[src/rtl/i2s_frame_sched.sv]
// i2s_frame_sched: FIFO-buffered I2S transmitter that starts one word per LR edge with a one-bit delay
module i2s_frame_sched #(
  parameter int DATA_W    = 24,
  parameter int DEPTH     = 4,
  parameter int LOW_WATER = 1
) (
  input  logic                    clk,
  input  logic                    rst_n,
  input  logic                    in_valid,
  input  logic [DATA_W-1:0]       in_data,
  output logic                    in_ready,
  input  logic                    lr_clk,
  input  logic                    bit_tick,
  output logic                    serial,
  output logic [$clog2(DEPTH):0]  fill,
  output logic                    irq,
  output logic                    underrun
);
  localparam int AW = $clog2(DEPTH);
  localparam int BW = $clog2(DATA_W);
  localparam logic [AW:0] FULL = (AW+1)'(DEPTH);
  localparam logic [AW:0] LOW = (AW+1)'(LOW_WATER);
  localparam logic [BW-1:0] LAST = BW'(DATA_W - 1);
  typedef enum logic [1:0] {IDLE, DELAY, SHIFT, PAD} state_t;
  state_t state, state_d;
  logic [DATA_W-1:0] mem [DEPTH];
  logic [AW-1:0] wr_ptr, rd_ptr;
  logic [DATA_W-1:0] sreg;
  logic [BW-1:0] bcnt;
  logic lr_s1, lr_s2, lr_prev;
  logic [2:0] prime;
  logic frame_start, push, pop, tick, shift_en, serial_d;
  // prime[2] is set only once lr_prev holds a real synchronized sample, so the first level is a baseline
  assign frame_start = prime[2] && (lr_s2 != lr_prev);
  assign tick = bit_tick && !frame_start;
  assign in_ready = fill != FULL;
  assign push = in_valid && in_ready;
  assign pop = frame_start && fill != '0;
  // two-flop synchronizer for lr_clk plus edge-history flop
  always_ff @(posedge clk or negedge rst_n) begin
    if (!rst_n) begin
      lr_s1 <= 1'b0;
      lr_s2 <= 1'b0;
      lr_prev <= 1'b0;
      prime <= '0;
    end else begin
      lr_s1 <= lr_clk;
      lr_s2 <= lr_s1;
      lr_prev <= lr_s2;
      prime <= {prime[1:0], 1'b1};
    end
  end
  // FIFO pointers, occupancy, refill request and underrun pulse
  always_ff @(posedge clk or negedge rst_n) begin
    if (!rst_n) begin
      wr_ptr <= '0;
      rd_ptr <= '0;
      fill <= '0;
      irq <= 1'b1;
      underrun <= 1'b0;
    end else begin
      wr_ptr <= wr_ptr + AW'(push);
      rd_ptr <= rd_ptr + AW'(pop);
      fill <= fill + (AW+1)'(push) - (AW+1)'(pop);
      irq <= fill <= LOW;
      underrun <= frame_start && fill == '0;
    end
  end
  // FIFO storage; contents are don't-care until written
  always_ff @(posedge clk) begin
    if (push) mem[wr_ptr] <= in_data;
  end
  // FSM state register
  always_ff @(posedge clk or negedge rst_n) begin
    if (!rst_n) state <= IDLE;
    else state <= state_d;
  end
  // FSM next state: any frame edge restarts the frame, truncating whatever was in flight
  always_comb begin
    state_d = state;
    if (frame_start) state_d = DELAY;
    else if (tick && state == DELAY) state_d = SHIFT;
    else if (tick && state == SHIFT && bcnt == LAST) state_d = PAD;
  end
  // FSM outputs: next serial bit and shift enable
  always_comb begin
    shift_en = tick && state == SHIFT;
    serial_d = frame_start ? 1'b0 : shift_en ? sreg[DATA_W-1] : tick ? 1'b0 : serial;
  end
  // shift register, bit counter and registered serial line
  always_ff @(posedge clk or negedge rst_n) begin
    if (!rst_n) begin
      sreg <= '0;
      bcnt <= '0;
      serial <= 1'b0;
    end else begin
      if (frame_start) sreg <= pop ? mem[rd_ptr] : '0;
      else if (shift_en) sreg <= sreg << 1;
      bcnt <= frame_start ? '0 : shift_en ? bcnt + 1'b1 : bcnt;
      serial <= serial_d;
    end
  end
endmodule

[config.mk]
export PLATFORM = sky130hd
export DESIGN_NAME = i2s_frame_sched
export DESIGN_NICKNAME = d
export VERILOG_FILES = /design/src/rtl/i2s_frame_sched.sv
export SDC_FILE = /design/constraint.sdc
export NUM_CORES = 1
export LEC_CHECK = 0
export BUFFER_PORTS_ARGS = -buffer_cell sky130_fd_sc_hd__buf_2
export CAP_MARGIN = 25
export CORE_ASPECT_RATIO = 0.5
export CORE_MARGIN = 1.5
export CORE_UTILIZATION = 25
export DETAILED_ROUTE_END_ITERATION = 10
export PLACE_DENSITY = 0.47
export SYNTH_ARGS = -nofsm -noshare
export SYNTH_HDL_FRONTEND = slang
export SYNTH_SLANG_ARGS = --single-unit
[constraint.sdc]
create_clock -name clk -period 2.95 [get_ports clk]
set_clock_uncertainty 0.05 [all_clocks]
set_input_delay 0.295 -clock clk [delete_from_list [all_inputs] [get_ports clk]]
set_output_delay 0.295 -clock clk [all_outputs]
set_load 0.005 [all_outputs]
; ---- After elaboration in Yosys (flattened, before gate mapping)
; Memories as Yosys holds them, arrays and structs flattened.
; Cells that the tools add are included.
[totals]
ff_bits = 47
latch_bits = 0
ram_bits = 96
rom_bits = 0
in_bits = 29
out_inout_bits = 7
elab_cells = 52
mem_count = 1
[op_classes]
add_sub_neg = 5
multipliers = 0
n_div = 0
magnitude_cmp = 1
eq_ne = 5
n_shift = 0
muxes = 13
bitwise_logic = 0
reduce_logical = 14
[memory_table]
columns = memory, depth, width, rd, rd_ports_with_merged_regs, write_ports, line_no
row1 = mem, 4, 24, 1, 0, 1, 26  ; logic [DATA_W-1:0] mem [DEPTH];
[op_table]
columns = op, count
row1 = $mux W24, 3
row2 = $mux W5, 2
row3 = $reduce_bool A3 Y1, 3
row4 = $logic_and A1 B1 Y1, 8
row5 = $mux W2, 3
row6 = $add A5 B1 Y5 const B, 1
row7 = $eq A5 B5 Y1 const B, 1
row8 = $mux W1, 5
row9 = $add A2 B1 Y2, 2
row10 = $add A3 B1 Y3, 1
row11 = $le A3 B1 Y1 const B, 1
row12 = $logic_not A3 Y1, 1
row13 = $ne A3 B3 Y1 const B, 1
row14 = $sub A3 B1 Y3, 1
row15 = $eq A2 B1 Y1 const B, 1
row16 = $eq A2 B2 Y1 const B, 1
row17 = $reduce_bool A2 Y1, 1
row18 = $logic_not A1 Y1, 1
row19 = $ne A1 B1 Y1, 1

; ---- Logic depth before layout (Yosys ltp)
[depth]
word_depth = 9
depth_mapped = 9

; ---- Worst setup path after synthesis
; OpenSTA, ideal clock, no wires.
[synth_timing]
kind = register to register
startpoint = reg fill[2]
endpoint = mem mem[1][0], enable pin
arrival_time_ps = 2557
t_required_ps = 2460
slack_ps = -97
path_stages_with_launch = 4
n_path_buf = 0
cell_sequence = dfrtp_1 -> or3b_2 -> nand2_1 -> nor3b_1
[synth_between]
elab_chain_len = 4
[synth_rtl]
columns = item, line_no
row1 = from (decl), 15  ; output logic [$clog2(DEPTH):0] fill,
row2 = from (signal assigned), 64  ; fill <= fill + (AW+1)'(push) - (AW+1)'(pop);
row3 = $ne A3 B3 Y1, 36  ; assign in_ready = fill != FULL;
row4 = via in_ready, 11  ; output logic in_ready,
row5 = $logic_and A1 B1 Y1, 37  ; assign push = in_valid && in_ready;
row6 = $mux W1, 71  ; if (push) mem[wr_ptr] <= in_data;
row7 = $mux W1 (not written as such), 71
row8 = to (decl), 26
; The timed path passes the listed nets, and every way through them passes these cells.

; ---- Final worst setup path
[layout_timing]
startpoint = reg fill[0]
endpoint = reg fill[1]
[layout_between]
elab_chain_len = 4
elab_cells_between_ends = 6
classes_between = add/sub: 2 / eq/ne: 1 / reduce/logical: 3
[layout_rtl]
columns = item, line_no
row1 = $ne A3 B3 Y1, 36
row2 = $logic_and A1 B1 Y1, 37
row3 = $add A3 B1 Y3, 64
row4 = $sub A3 B1 Y3 (*), 64
; Mark *: on every way between the ends. The rest lies on a longest branch, timed or not.
; A chain may end at the register's enable or synchronous reset.

==> run summary <==
outcome -> completed
die width -> 213.8 µm
power density cells -> 949.2 mW/mm²
Hold Vio Cnt, Final -> 0
count of warnings emitted by yosys -> 0
area added between synthesis and finish -> 20.95%
die height -> 108.4 µm
Max rail drop VDD -> 0.0003748 V
slew at the pin with the worst max-slew slack -> 0.7535 ns
minimum clock period -> 2.295 ns
drt wl/cell -> 15.53 µm
Total Die Area -> 0.02317 mm²
reported max-cap violation count -> 0
static leakage -> 0.002572 µW
total vias in the final route -> 2672
final net count -> 376
Distinct cells, synth -> 33
crit share post-route -> 77.81%
global-route wire length before repair -> 16150 µm
mean instance size in the synthesized netlist -> 19.42 µm²
Gates resized, CTS repair -> 0
overall fraction of global-route tracks in use -> 9.533%
Switching Share -> 27.46%
depth of the CTS H-tree -> 4
share of final-layout standard cells stronger than drive strength 1 -> 29.55%
clock insertion delay at the later pin of the skew report -> 0.42 ns
Core Footprint -> 0.02173 mm²
number of clock sinks seen by CTS -> 143
clock root buffer -> clkbuf_16
antenna violations before repair -> 0
most area-consuming cells after synthesis -> edfxtp_1 (52%), dfrtp_1 (21%), mux4_2 (8.9%)
TritonCTS clock tree -> built
Data required, critical path -> 3.19 ns
Max-slew headroom -> 49.77%
worst hold path type -> in -> reg
CTS max path bufs -> 2
largest net degree at the start of global routing -> 32
RSZ-0062 raised after global routing -> false
maximum fanout encountered on the critical timing path -> 6
internal power summed over all cells -> 4625 µW
Critical Path Max Stage Delay -> 0.48 ns
final routed wirelength across all metal layers -> 10120 µm
final setup violation count -> 0
estimated wirelength of the detail-placed design -> 6139 µm
vias per cell -> 4.098
share of total power in the clock network -> 32.3%
first-pass iteration count of the detailed router -> 4
remaining routing DRC violations -> 0
synthesis-stage register bit count -> 143
Achievable Freq -> 435.7 MHz
sequential fraction of design power -> 45.5%
Syn Nets -> 323
top-level I/O count -> 36
Total Negative Setup Slacks -> 0 ns
Setup Fix Bufs, Post-CTS -> 0
cell type with the largest total area after synthesis -> edfxtp_1
TritonCTS buffer count -> 17
switching power -> 1751 µW
Final Max Slew Viols -> 0
overflow left after global routing -> 0
arrival time of the worst setup path -> 2.53 ns
portion of the post-synthesis area used by sequential elements -> 73.10%
Final Core Density -> 30.92%
remaining antenna violation count after routing -> 0
I/O Buffers -> 35
Worst Path Class, Setup -> reg -> reg
cell with the most instances on the worst path -> ha_1
via count of the first global-routing pass -> 2889
startpoint type of the worst setup path -> flop
initial core utilization -> 25.56%
element type at the critical path end -> flop
share of the synthesized area in the top cell type -> 51.90%
Critical Path Slowest Stage Cell -> or3b_2
Std-Cell Rows -> 38
cell area after technology mapping -> 0.005554 mm²
combinational group share of total power -> 22.1%
clock transition at the registers of the reported paths -> 0.06 ns
antenna diode count -> 0
weighted congestion reported at the end of routability-driven placement -> 0.6712
DRC marker count from the first detailed-route iteration -> 171
post-synthesis instance total -> 286
critical path cell sequence -> or3b_2 > nand2_1 > ha_1 > inv_1 > ha_1 > fa_1
registers in the layout (all words and copies together) (netlist names):
register,cells
state,2
underrun,1
mem,96
irq,1
sreg,24
bcnt,5
rd_ptr,2
lr_s2,1
wr_ptr,2
lr_prev,1
fill,3
lr_s1,1
prime,3
serial,1
through the flow:
stage / cells / total power (µW) / hold WS [ns] / cell area, µm² / setup slack [ns]
finish: 652 / 6376 / 0.04222 / 6718 / 0.6546
global route: 652 / 6713 / 0.03647 / 6718 / 0.5780
CTS: 652 / 6484 / 0.02778 / 6718 / 0.6488
detailed placement: 618 / 4407 / 0.2847 / 6125 / 0.6596
global placement: 618 / 4381 / 0.2858 / 6125 / 0.7293
floorplan: 286 / 3958 / -0.05059 / 5564 / 0.05021
repair_timing:
action                     CTS  global route
setup endpoints to repair    0             0
hold endpoints to repair    30             0
hold buffers                 2             0
worst paths after layout:
check	depth (start not counted)	slack [ns]	to	startpoint
max	6	0.65	fill[1]	fill[0]
min	1	0.04	mem[2][20]	in_data[20]
max reg2reg	6	0.65	fill[1]	fill[0]
min reg2reg	0	0.30	lr_s2	lr_s1
max in group asynchronous	3	1.73	irq	rst_n
min in group asynchronous	2	0.44	fill[2]	rst_n
critical path, delay by kind of cell, from the launching register on:
kind / cells / cell delay (ns)
adder cells (fa/ha/maj): 3 / 0.86
buffers and inverters: 1 / 0.06
flip-flops: 1 / 0.43
AND/OR/NAND/NOR: 2 / 0.77
power by group through the flow:
stage	Combinational [µW]	Clock (µW)	Sequential (µW)
after floorplan	1090	0	2860
after global placement	1440	0	2940
after detailed placement	1460	0	2950
after CTS	1460	2110	2910
after global routing	1570	2180	2960
final	1410	2060	2900
cell families (layout without fill, tap and decap cells):
group / Yosys count / after routing / share of synthesized area (%)
flip-flops: 143 / 143 / 73.10
AO/OA/AOI/OAI: 33 / 33 / 4.776
buffers and inverters: 22 / 88 / 2.455
multiplexers: 48 / 48 / 14.19
XOR/XNOR: 6 / 6 / 0.9462
adder cells (fa/ha/maj): 8 / 8 / 1.937
AND/OR/NAND/NOR: 25 / 25 / 2.523
other: 1 / 1 / 0.06752
synthesized netlist by cell type:
library cell and number:
inv_1 7, nand4b_1 1, a21oi_1 4, nor2_1 7
and4b_1 1, nor3_1 1, and2_1 1, nand3b_1 1
mux2i_1 24, or3_1 3, mux4_1 2, xnor2_1 1
a32o_1 2, or3b_2 1, buf_6 6, clkbuf_1 4
buf_2 4, o2bb2ai_1 23, dfrtp_1 46, xor2_1 5
a2bb2oi_1 1, nand2_1 3, conb_1 1, edfxtp_1 96
nor3b_1 2, dfstp_2 1, and3_1 2, ha_1 7
fa_1 1, mux4_2 22, buf_4 1, nand3_1 2
o21ai_0 3
final cells by class:
class	instances	area, µm²
fill	2103	15010
clock inverter	13	140.1
clock buffer	19	432.9
inverter	7	26.28
tap	300	375.4
multi-input combinational	121	1385
sequential	143	4060
timing repair buffer	49	297.8
cell usage in the layout (no fill, tap or decap), types with 3 or more instances in the layout:
cell	count
edfxtp_1	96
dfrtp_1	46
buf_2	35
mux2i_1	24
o2bb2ai_1	23
mux4_2	22
clkbuf_16	17
buf_4	11
inv_1	7
nor2_1	7
ha_1	7
xor2_1	5
a21oi_1	4
clkinvlp_4	4
or3_1	3
nand2_1	3
o21ai_0	3
clkinv_4	3
clkinv_2	3
per-layer routing:
metal | global-route usage [%] | part of all wire, % | vias to the layer above
met5 | 0 | 0 | -
met4 | 4.225 | 1.5 | 0
met3 | 2.817 | 4.1 | 9
met2 | 15.00 | 48 | 42
met1 | 12.23 | 47 | 1379
li1 | - | - | 1242
Power figures use the tool's default switching activity.
